File: src/rtl/hdd_dma_pkg.sv
// Shared types and constants for the HDD block-request controller.
package hdd_dma_pkg;

  typedef enum logic [1:0] {
    IDLE,
    REQ,
    XFER,
    DONE
  } state_t;

  typedef enum logic {
    OP_READ  = 1'b0,
    OP_WRITE = 1'b1
  } op_t;

  localparam logic [1:0] ERR_NONE    = 2'd0;
  localparam logic [1:0] ERR_NOMEDIA = 2'd1;
  localparam logic [1:0] ERR_WP      = 2'd2;
  localparam logic [1:0] ERR_TIMEOUT = 2'd3;

  typedef struct packed {
    op_t         op;
    logic        unit;
    logic [15:0] sector;
  } req_t;

endpackage

File: src/rtl/hdd_req_slot.sv
// One-deep pending request register with sticky overflow flag.
module hdd_req_slot
  import hdd_dma_pkg::*;
(
  input  logic clk_sys,
  input  logic reset_n,
  input  logic push,
  input  req_t push_req,
  input  logic pop,
  input  logic drop,
  output logic full,
  output req_t slot_req,
  output logic overflow
);

  logic room;

  // The slot frees up in the same cycle it is popped, so a push can land then.
  always_comb begin
    room = ~full | pop;
  end

  // Slot storage and sticky overflow; drop flags a request that had no place.
  always_ff @(posedge clk_sys) begin
    if (!reset_n) begin
      full     <= 1'b0;
      slot_req <= '0;
      overflow <= 1'b0;
    end else begin
      if (push && room) begin
        full     <= 1'b1;
        slot_req <= push_req;
      end else if (pop) begin
        full <= 1'b0;
      end
      if ((push && !room) || drop) begin
        overflow <= 1'b1;
      end
    end
  end

endmodule

File: src/rtl/hdd_dma_ctrl.sv
// HDD request controller: latches core block requests, routes them to one of
// two SD host units, tracks the ack handshake and stalls the CPU meanwhile.
module hdd_dma_ctrl
  import hdd_dma_pkg::*;
#(
  parameter logic [23:0] TIMEOUT_CYCLES = 24'd14_000_000
) (
  input  logic        clk_sys,
  input  logic        reset_n,
  input  logic        hdd_read,
  input  logic        hdd_write,
  input  logic        hdd_unit,
  input  logic [15:0] hdd_sector,
  input  logic [1:0]  img_mounted,
  input  logic        img_size_nz,
  input  logic        img_readonly,
  input  logic [1:0]  sd_ack,
  input  logic        sd_buff_wr,
  output logic [1:0]  sd_rd,
  output logic [1:0]  sd_wr,
  output logic [31:0] sd_lba,
  output logic        hdd_ram_we,
  output logic        cpu_wait,
  output logic [1:0]  hdd_mounted,
  output logic [1:0]  hdd_protect,
  output logic        busy,
  output logic        err_pulse,
  output logic [1:0]  err_code,
  output logic        overflow
);

  state_t      state;
  logic        active_unit;
  logic [15:0] sector_q;
  logic [23:0] wd;
  logic [1:0]  ack_prev = '0;
  logic [1:0]  mounted_q = '0;
  logic [1:0]  protect_q = '0;

  req_t rd_req, wr_req, in0, in1, acc, push_req, slot_req;
  logic in0_v, in1_v, idle, take_new, acc_v, pop, push, drop, slot_full;
  logic ack_cur, ack_rise, ack_fall, wd_expire, rej_nomedia, rej_wp;
  logic [24:0] wd_inc;
  logic [1:0]  unit_mask;

  // Split incoming pulses into an ordered pair (read first) and decide which
  // one is accepted directly and which one, if any, goes to the pending slot.
  always_comb begin
    rd_req   = '{op: OP_READ,  unit: hdd_unit, sector: hdd_sector};
    wr_req   = '{op: OP_WRITE, unit: hdd_unit, sector: hdd_sector};
    in0_v    = hdd_read | hdd_write;
    in0      = hdd_read ? rd_req : wr_req;
    in1_v    = hdd_read & hdd_write;
    in1      = wr_req;
    idle     = (state == IDLE);
    pop      = idle & slot_full;
    take_new = idle & ~slot_full & in0_v;
    acc_v    = pop | take_new;
    acc      = slot_full ? slot_req : in0;
    if (take_new) begin
      push     = in1_v;
      push_req = in1;
      drop     = 1'b0;
    end else begin
      push     = in0_v;
      push_req = in0;
      drop     = in1_v;
    end
    rej_nomedia = ~mounted_q[acc.unit];
    rej_wp      = (acc.op == OP_WRITE) & protect_q[acc.unit];
    unit_mask   = acc.unit ? 2'b10 : 2'b01;
  end

  // Ack edge detection on the active unit only, plus watchdog expiry test.
  always_comb begin
    ack_cur   = sd_ack[active_unit];
    ack_rise  = ack_cur & ~ack_prev[active_unit];
    ack_fall  = ~ack_cur & ack_prev[active_unit];
    wd_inc    = {1'b0, wd} + 25'd1;
    wd_expire = (TIMEOUT_CYCLES != 24'd0) && (wd_inc >= {1'b0, TIMEOUT_CYCLES});
  end

  hdd_req_slot u_slot (
    .clk_sys  (clk_sys),
    .reset_n  (reset_n),
    .push     (push),
    .push_req (push_req),
    .pop      (pop),
    .drop     (drop),
    .full     (slot_full),
    .slot_req (slot_req),
    .overflow (overflow)
  );

  // Previous ack levels for edge detection; harmless outside REQ/XFER.
  always_ff @(posedge clk_sys) begin
    ack_prev <= sd_ack;
  end

  // Per-unit media status follows the mount strobe and survives reset_n.
  always_ff @(posedge clk_sys) begin
    for (int unsigned u = 0; u < 2; u++) begin
      if (img_mounted[u]) begin
        mounted_q[u] <= img_size_nz;
        protect_q[u] <= img_readonly;
      end
    end
  end

  // Request FSM with registered host requests, stall, error and watchdog.
  always_ff @(posedge clk_sys) begin
    if (!reset_n) begin
      state       <= IDLE;
      sd_rd       <= '0;
      sd_wr       <= '0;
      sector_q    <= '0;
      active_unit <= 1'b0;
      cpu_wait    <= 1'b0;
      err_pulse   <= 1'b0;
      err_code    <= ERR_NONE;
      wd          <= '0;
    end else begin
      err_pulse <= 1'b0;
      case (state)
        IDLE: begin
          if (acc_v) begin
            if (rej_nomedia) begin
              err_code  <= ERR_NOMEDIA;
              err_pulse <= 1'b1;
            end else if (rej_wp) begin
              err_code  <= ERR_WP;
              err_pulse <= 1'b1;
            end else begin
              active_unit <= acc.unit;
              sector_q    <= acc.sector;
              if (acc.op == OP_WRITE) sd_wr <= unit_mask;
              else                    sd_rd <= unit_mask;
              cpu_wait <= 1'b1;
              wd       <= '0;
              state    <= REQ;
            end
          end
        end
        REQ, XFER: begin
          if (wd_expire) begin
            sd_rd     <= '0;
            sd_wr     <= '0;
            cpu_wait  <= 1'b0;
            err_code  <= ERR_TIMEOUT;
            err_pulse <= 1'b1;
            state     <= IDLE;
          end else begin
            wd <= (wd == '1) ? wd : wd + 24'd1;
            if (state == REQ) begin
              if (ack_rise) begin
                sd_rd <= '0;
                sd_wr <= '0;
                state <= XFER;
              end
            end else if (ack_fall) begin
              cpu_wait <= 1'b0;
              state    <= DONE;
            end
          end
        end
        DONE: begin
          state <= IDLE;
        end
        default: begin
          state <= IDLE;
        end
      endcase
    end
  end

  always_comb begin
    sd_lba      = {16'h0000, sector_q};
    hdd_ram_we  = sd_buff_wr & sd_ack[active_unit];
    busy        = (state != IDLE);
    hdd_mounted = mounted_q;
    hdd_protect = protect_q;
  end

endmodule
File: config.mk
export PLATFORM = sky130hd
export DESIGN_NAME = hdd_dma_ctrl
export DESIGN_NICKNAME = d
export VERILOG_FILES = /design/src/rtl/hdd_dma_pkg.sv /design/src/rtl/hdd_req_slot.sv /design/src/rtl/hdd_dma_ctrl.sv
export SDC_FILE = /design/constraint.sdc
export NUM_CORES = 1
export LEC_CHECK = 0
export ABC_CLOCK_PERIOD_IN_PS = 3100
export BUFFER_PORTS_ARGS = -buffer_cell sky130_fd_sc_hd__buf_2
export CAP_MARGIN = 20
export CORE_MARGIN = 2
export CORE_UTILIZATION = 51
export DETAILED_ROUTE_END_ITERATION = 12
export PLACE_DENSITY = 0.76
export SETUP_SLACK_MARGIN = 0.1
export SYNTH_ARGS = -nofsm -noshare
export SYNTH_HDL_FRONTEND = slang
export SYNTH_SLANG_ARGS = --single-unit
File: constraint.sdc
create_clock -name clk_sys -period 3.1 [get_ports clk_sys]
set_clock_uncertainty 0.15 [all_clocks]
set_input_delay 0 -clock clk_sys [delete_from_list [all_inputs] [get_ports clk_sys]]
set_output_delay 0 -clock clk_sys [all_outputs]
set_load 0.01 [all_outputs]
# Word level (Yosys, flattened, before mapping)
# Index checks and enable logic that the tools add are counted.
# Widths: inputs -> output; s select.
[word_totals]
regBits = 77
in_bits = 28
out_inout_bits = 47
elab_cells = 134
[op_classes]
addsub = 2
order_cmp = 3
n_eq_ne = 19
n_mux = 60
n_bitwise = 15
n_reduce_logical = 16
[op_table]
columns = ["operator", "count"]
rows = [
  ["$mux 24", 5],
  ["$mux 18", 3],
  ["$pmux 24 s2", 1],
  ["$mux 2", 23],
  ["$add 24x1->25 const B", 1],
  ["$ge 25x24->1 const B", 1],
  ["$add 24x1->24 const B", 1],
  ["$eq 24x24->1 const B", 1],
  ["$mux 1", 22],
  ["$ne 3x3->1 const B", 5],
  ["$reduce_and 7->1", 2],
  ["$ne 2x2->1 const B", 6],
  ["$pmux 2 s2", 3],
  ["$reduce_and 6->1", 2],
  ["$and 1x1->1", 8],
  ["$ne 4x4->1 const B", 2],
  ["$reduce_and 4->1", 2],
  ["$pmux 2 s3", 1],
  ["$reduce_bool 2->1", 3],
  ["$reduce_and 5->1", 1],
  ["$eq 2x2->1 const B", 2],
  ["$lt 1x2->1 const B", 2],
  ["$ne 2x1->1 const B", 2],
  ["$not 1->1", 4],
  ["8 further kinds", 12],
]

# Logic depth before layout (Yosys ltp)
[logic_depth]
ltp_word = 9
depth_mapped = 12
ltp_nobuf = 10

# Hierarchy
# From an unflattened synthesis, not the netlist that was laid out.
[unflattened]
cells_unflattened = 502
area_unflattened_um2 = 4326.6
[by_module_without_submodules]
columns = ["module", "instances", "cells_each", "area_per_inst_um2", "seq_area_each_um2"]
rows = [
  ["hdd_dma_ctrl", 1, 417, 3503.4, 1181.1],
  ["hdd_req_slot", 1, 85, 823.3, 400.4],
]

# Worst setup path before layout
# OpenSTA, ideal clock, no wires.
[synth_path]
kind = "register to register"
start = "register wd[0]"
end = "register wd[11]"
setup_ps = 122
arrival_ps = 2700
required_ps = 2828
slack_ps = 128
stages_incl_launch_ff = 12
path_buffers = 2
period_less_slack_ps = 2972
path_cell_list = "dfxtp_1 -> ha_1 -> and3_1 -> clkbuf_1 -> o21ai_0 -> a32oi_1 -> o32a_1 -> or4_4 -> a21oi_4 -> nor2_2 -> buf_6 -> a221o_1"
[synth_between]
elab_chain_len = 4
elab_cells_between_ends = 10
cone_classes = "add/sub: 2; order compare: 1; eq/ne: 3; mux: 3; reduce/logical: 1"
[synth_lines]
columns = ["item", "line_no", "text"]
rows = [
  ["from (decl)", "hdd_dma_ctrl.sv:35", "logic [23:0] wd;"],
  ["from (signal assigned)", "hdd_dma_ctrl.sv:153", "wd <= (wd == '1) ? wd : wd + 24'd1;"],
  ["$add 24x1->25 or $add 24x1->24 (tied branches)", "hdd_dma_ctrl.sv:79, hdd_dma_ctrl.sv:153", ""],
  ["$ge 25x24->1 or $mux 24 (tied branches)", "hdd_dma_ctrl.sv:80, hdd_dma_ctrl.sv:153", ""],
  ["$ne 2x2->1 (no line) or $mux 24 (tied branches)", "-", ""],
  ["$reduce_and 6->1 (no line) or $pmux 24 s2 (tied branches)", "-", ""],
]
# Parallel ways exist; a longest one is shown, timed or not. The select of a mux whose other input is x is not followed.
# A chain may end at the register's enable or synchronous reset.

# Worst setup path in the final report
[layout_path]
start = "register wd[1]"
end = "register wd[5]"
# Same word-level chain as after synthesis.

==> metrics.md <==
| Metric | Value |
|---|---|
| MaxCap Viol Count | `0` |
| Worst reg2reg startpoint | `wd[1]` |
| Unrepaired setup endpoints after global routing | `yes` |
| Max VDD drop | `0.000438 V` |
| CP max FO | `8` |
| Power Total | `3.45 mW` |
| First-pass GRT wire length | `18.9 mm` |
| Critical Path Source Type | `flop` |
| Synth top area share | `35.1%` |
| Crit. End Element | `flop` |
| Root Buffer | `clkbuf_8` |
| # DRC | `0` |
| Clock power frac | `21.4%` |
| Leak pwr | `2.56 nW` |
| Final Wtd Congestion | `0.975` |
| I/O pin count | `75` |
| Leading cell types by count after synthesis | `dfxtp_1 (73), nor2_1 (61), mux2i_1 (41)` |
| Number of diodes | `0` |
| Top cells by area, synth | `dfxtp_1 (35%), mux2i_1 (9.8%), nor2_1 (5.5%)` |
| Largest area contributor in the netlist | `dfxtp_1` |
| Clk slew on worst S/H paths | `90 ps` |
| Placement-stage cell area | `0.00487 mm2` |
| Final period utilization | `99.1%` |
| Flop pwr share | `36.9%` |
| DR vias/cell | `5.81` |
| Clock period minus worst slack | `3070 ps` |
| DRT antenna net count | `0` |
| WP data arrival | `3220 ps` |
| Fillers | `550` |
| Skew-Pair Late Insertion Delay | `360 ps` |
| Initial core utilization | `53.4%` |
| Top_reg_cell synth | `dfxtp_1` |
| Area grow syn2layout | `36.5%` |
| Largest net degree at the start of global routing | `40` |
| Post-synthesis sequential area ratio | `37.9%` |
| NumNets Final | `659` |
| Final non-filler cell area | `0.00569 mm2` |
| Cell variety after synth | `62` |
| Count leader, synth | `dfxtp_1` |
| RR Endpoint | `wd[5]` |
| Critical path destination | `wd[5]` |
| Avg WL per Cell | `16.4 um` |
| Gate power share | `41.7%` |
| P per Cell Area | `607 mW/mm2` |
| H-tree depth | `3` |
| Yosys warns | `0` |
| Iteration-0 DRC Markers | `256` |
| Total wire length | `12.0 mm` |
| Critical path class | `reg2reg` |
| Min Hold Slack | `171 ps` |
| CTS max path bufs | `2` |
| Vias in the first global route | `4,098` |
| Hpwl dp | `7.39 mm` |
| Worst path required time | `3250 ps` |
| Die H | `94.4 um` |
| Worst hold path class | `in2reg` |
| CTS sink cnt | `77` |
| Initial antenna violation count | `0` |
| Die width | `94.4 um` |
| Final Max Slew Viols | `0` |
| # port buffers | `58` |
| Status | `finished clean` |
| Number of buffers created by CTS | `9` |
| All-Layer GR Usage | `26.8%` |
| Ys async rst share | `0%` |
| Internal Power | `2.10 mW` |
| Hold Path Depth | `2` |
| Depth of the most critical reg-to-reg path | `13` |
| Setup violators final | `0` |
| CTS tree | `done` |
| Drt pass-1 iters | `5` |
| Final core occ | `72.9%` |
| P_sw | `1.36 mW` |
| Cells after synthesis | `481` |
| Number of synthesized flops with an enable pin | `4` |
| Syn Std Cell Area | `0.00417 mm2` |
| Total Die Area | `0.00891 mm2` |
| Syn avg cell area | `8.66 um2` |
| # rows | `32` |
| Core Region | `0.00781 mm2` |
| Remaining global-route overflow | `0` |
| Fmax | `0.325 GHz` |
| R2r setup slk | `30 ps` |
| Via count | `4,253` |
| Yosys reg bits | `77` |
| Layout cells sized above 1 | `32.7%` |
| Final hold violation count | `0` |
| Sw frac | `39.3%` |
| Worst setup path start | `wd[1]` |
-- final cells by class --
| cell class | instances | area [um2] | share of cell area [%] |
|---|---|---|---|
| timing repair buffer | 164 | 1200 | 21.2 |
| sequential | 77 | 1600 | 28.1 |
| clock inverter | 7 | 65.1 | 1.14 |
| multi-input combinational | 362 | 2530 | 44.4 |
| tap | 102 | 128 | 2.24 |
| clock buffer | 9 | 124 | 2.18 |
| inverter | 11 | 41.3 | 0.726 |
-- power groups by stage --
stage,combinational [mW],sequential (mW),clock (mW)
2_1_floorplan,0.852,1.32,0
3_3_place_gp,1.20,1.28,0
3_5_place_dp,1.25,1.28,0
4_1_cts,1.35,1.26,0.732
5_1_grt,1.56,1.29,0.786
6_report,1.44,1.27,0.738
-- registers in the layout, summed over array words and instances, names as in the netlist, 2 cells and up --
name,count
ack_prev,2
sector_q,16
sd_wr,2
state,2
wd,24
hdd_mounted,2
err_code,2
u_slot.slot_req,18
sd_rd,2
hdd_protect,2
-- per-layer routing --
layer / vias up / global-route usage (%) / wire length, um
li1: 2014 / - / -
met1: 2036 / 33.1 / 5100
met2: 163 / 45.7 / 5880
met3: 40 / 4.23 / 578
met4: 0 / 12.9 / 423
met5: - / 0 / 0
-- worst max-delay path: stages, from the launching register on --
cell and delay (ps):
dfxtp_2 370, buf_6 120, and4_4 210, buf_6 110, buf_6 110, nand3_4 80
xor2_2 160, o32a_1 350, or4_4 440, a21oi_4 230, buf_6 180, o221a_4 280
a21o_1 110, a22o_1 120
-- logic make-up (layout without fill, tap and decap cells) --
group | after synthesis | after routing | share of synthesized area (%)
simple gates | 170 | 171 | 20.6
other cells | 1 | 16 | 0.0900
fa+ha+maj | 7 | 7 | 2.04
mux | 45 | 45 | 11.0
compound gates | 115 | 117 | 19.3
buf+inv | 60 | 191 | 7.78
xor+xnor | 6 | 6 | 1.26
flops | 77 | 77 | 37.9
-- layout by cell type (no fill, tap or decap), types with 11 or more instances in the layout --
cell           synthesis  final
nand3_1               23     20
o21ai_0               22     18
dlygate4sd3_1          0     27
mux2i_1               41     41
dfxtp_2                0     11
buf_2                  7     58
buf_4                 18     71
dfxtp_1               73     61
nor2_1                61     58
a21oi_1               19     14
conb_1                 1     16
nand2_1               27     26
a211oi_1              21     21
-- worst min path at each step --
| stage | startpoint | to |
|---|---|---|
| 2_1_floorplan | sd_ack[0] | ack_prev[0] |
| 3_3_place_gp | sd_ack[1] | ack_prev[1] |
| 3_5_place_dp | sd_ack[1] | ack_prev[1] |
| 4_1_cts | sd_ack[0] | ack_prev[0] |
| 5_1_grt | sd_ack[0] | ack_prev[0] |
| 6_report | sd_ack[0] | ack_prev[0] |
-- what timing repair did --
item	CTS	global route
setup buffers	4	6
pin swaps	6	16
gates resized for setup	16	40
endpoints found under the setup margin	33	34
cloned	3	0
hold buffers	27	0
endpoints found under the hold margin	54	0
-- metrics by stage --
stage	cells	setup WS (ps)	setup TNS, ps
after floorplan	496	128	0
after global placement	674	-85.1	-326
after detailed placement	674	-288	-2840
after CTS	724	102	0
after global routing	732	-60.3	-255
final	732	27.5	0
Power figures use the tool's default switching activity.
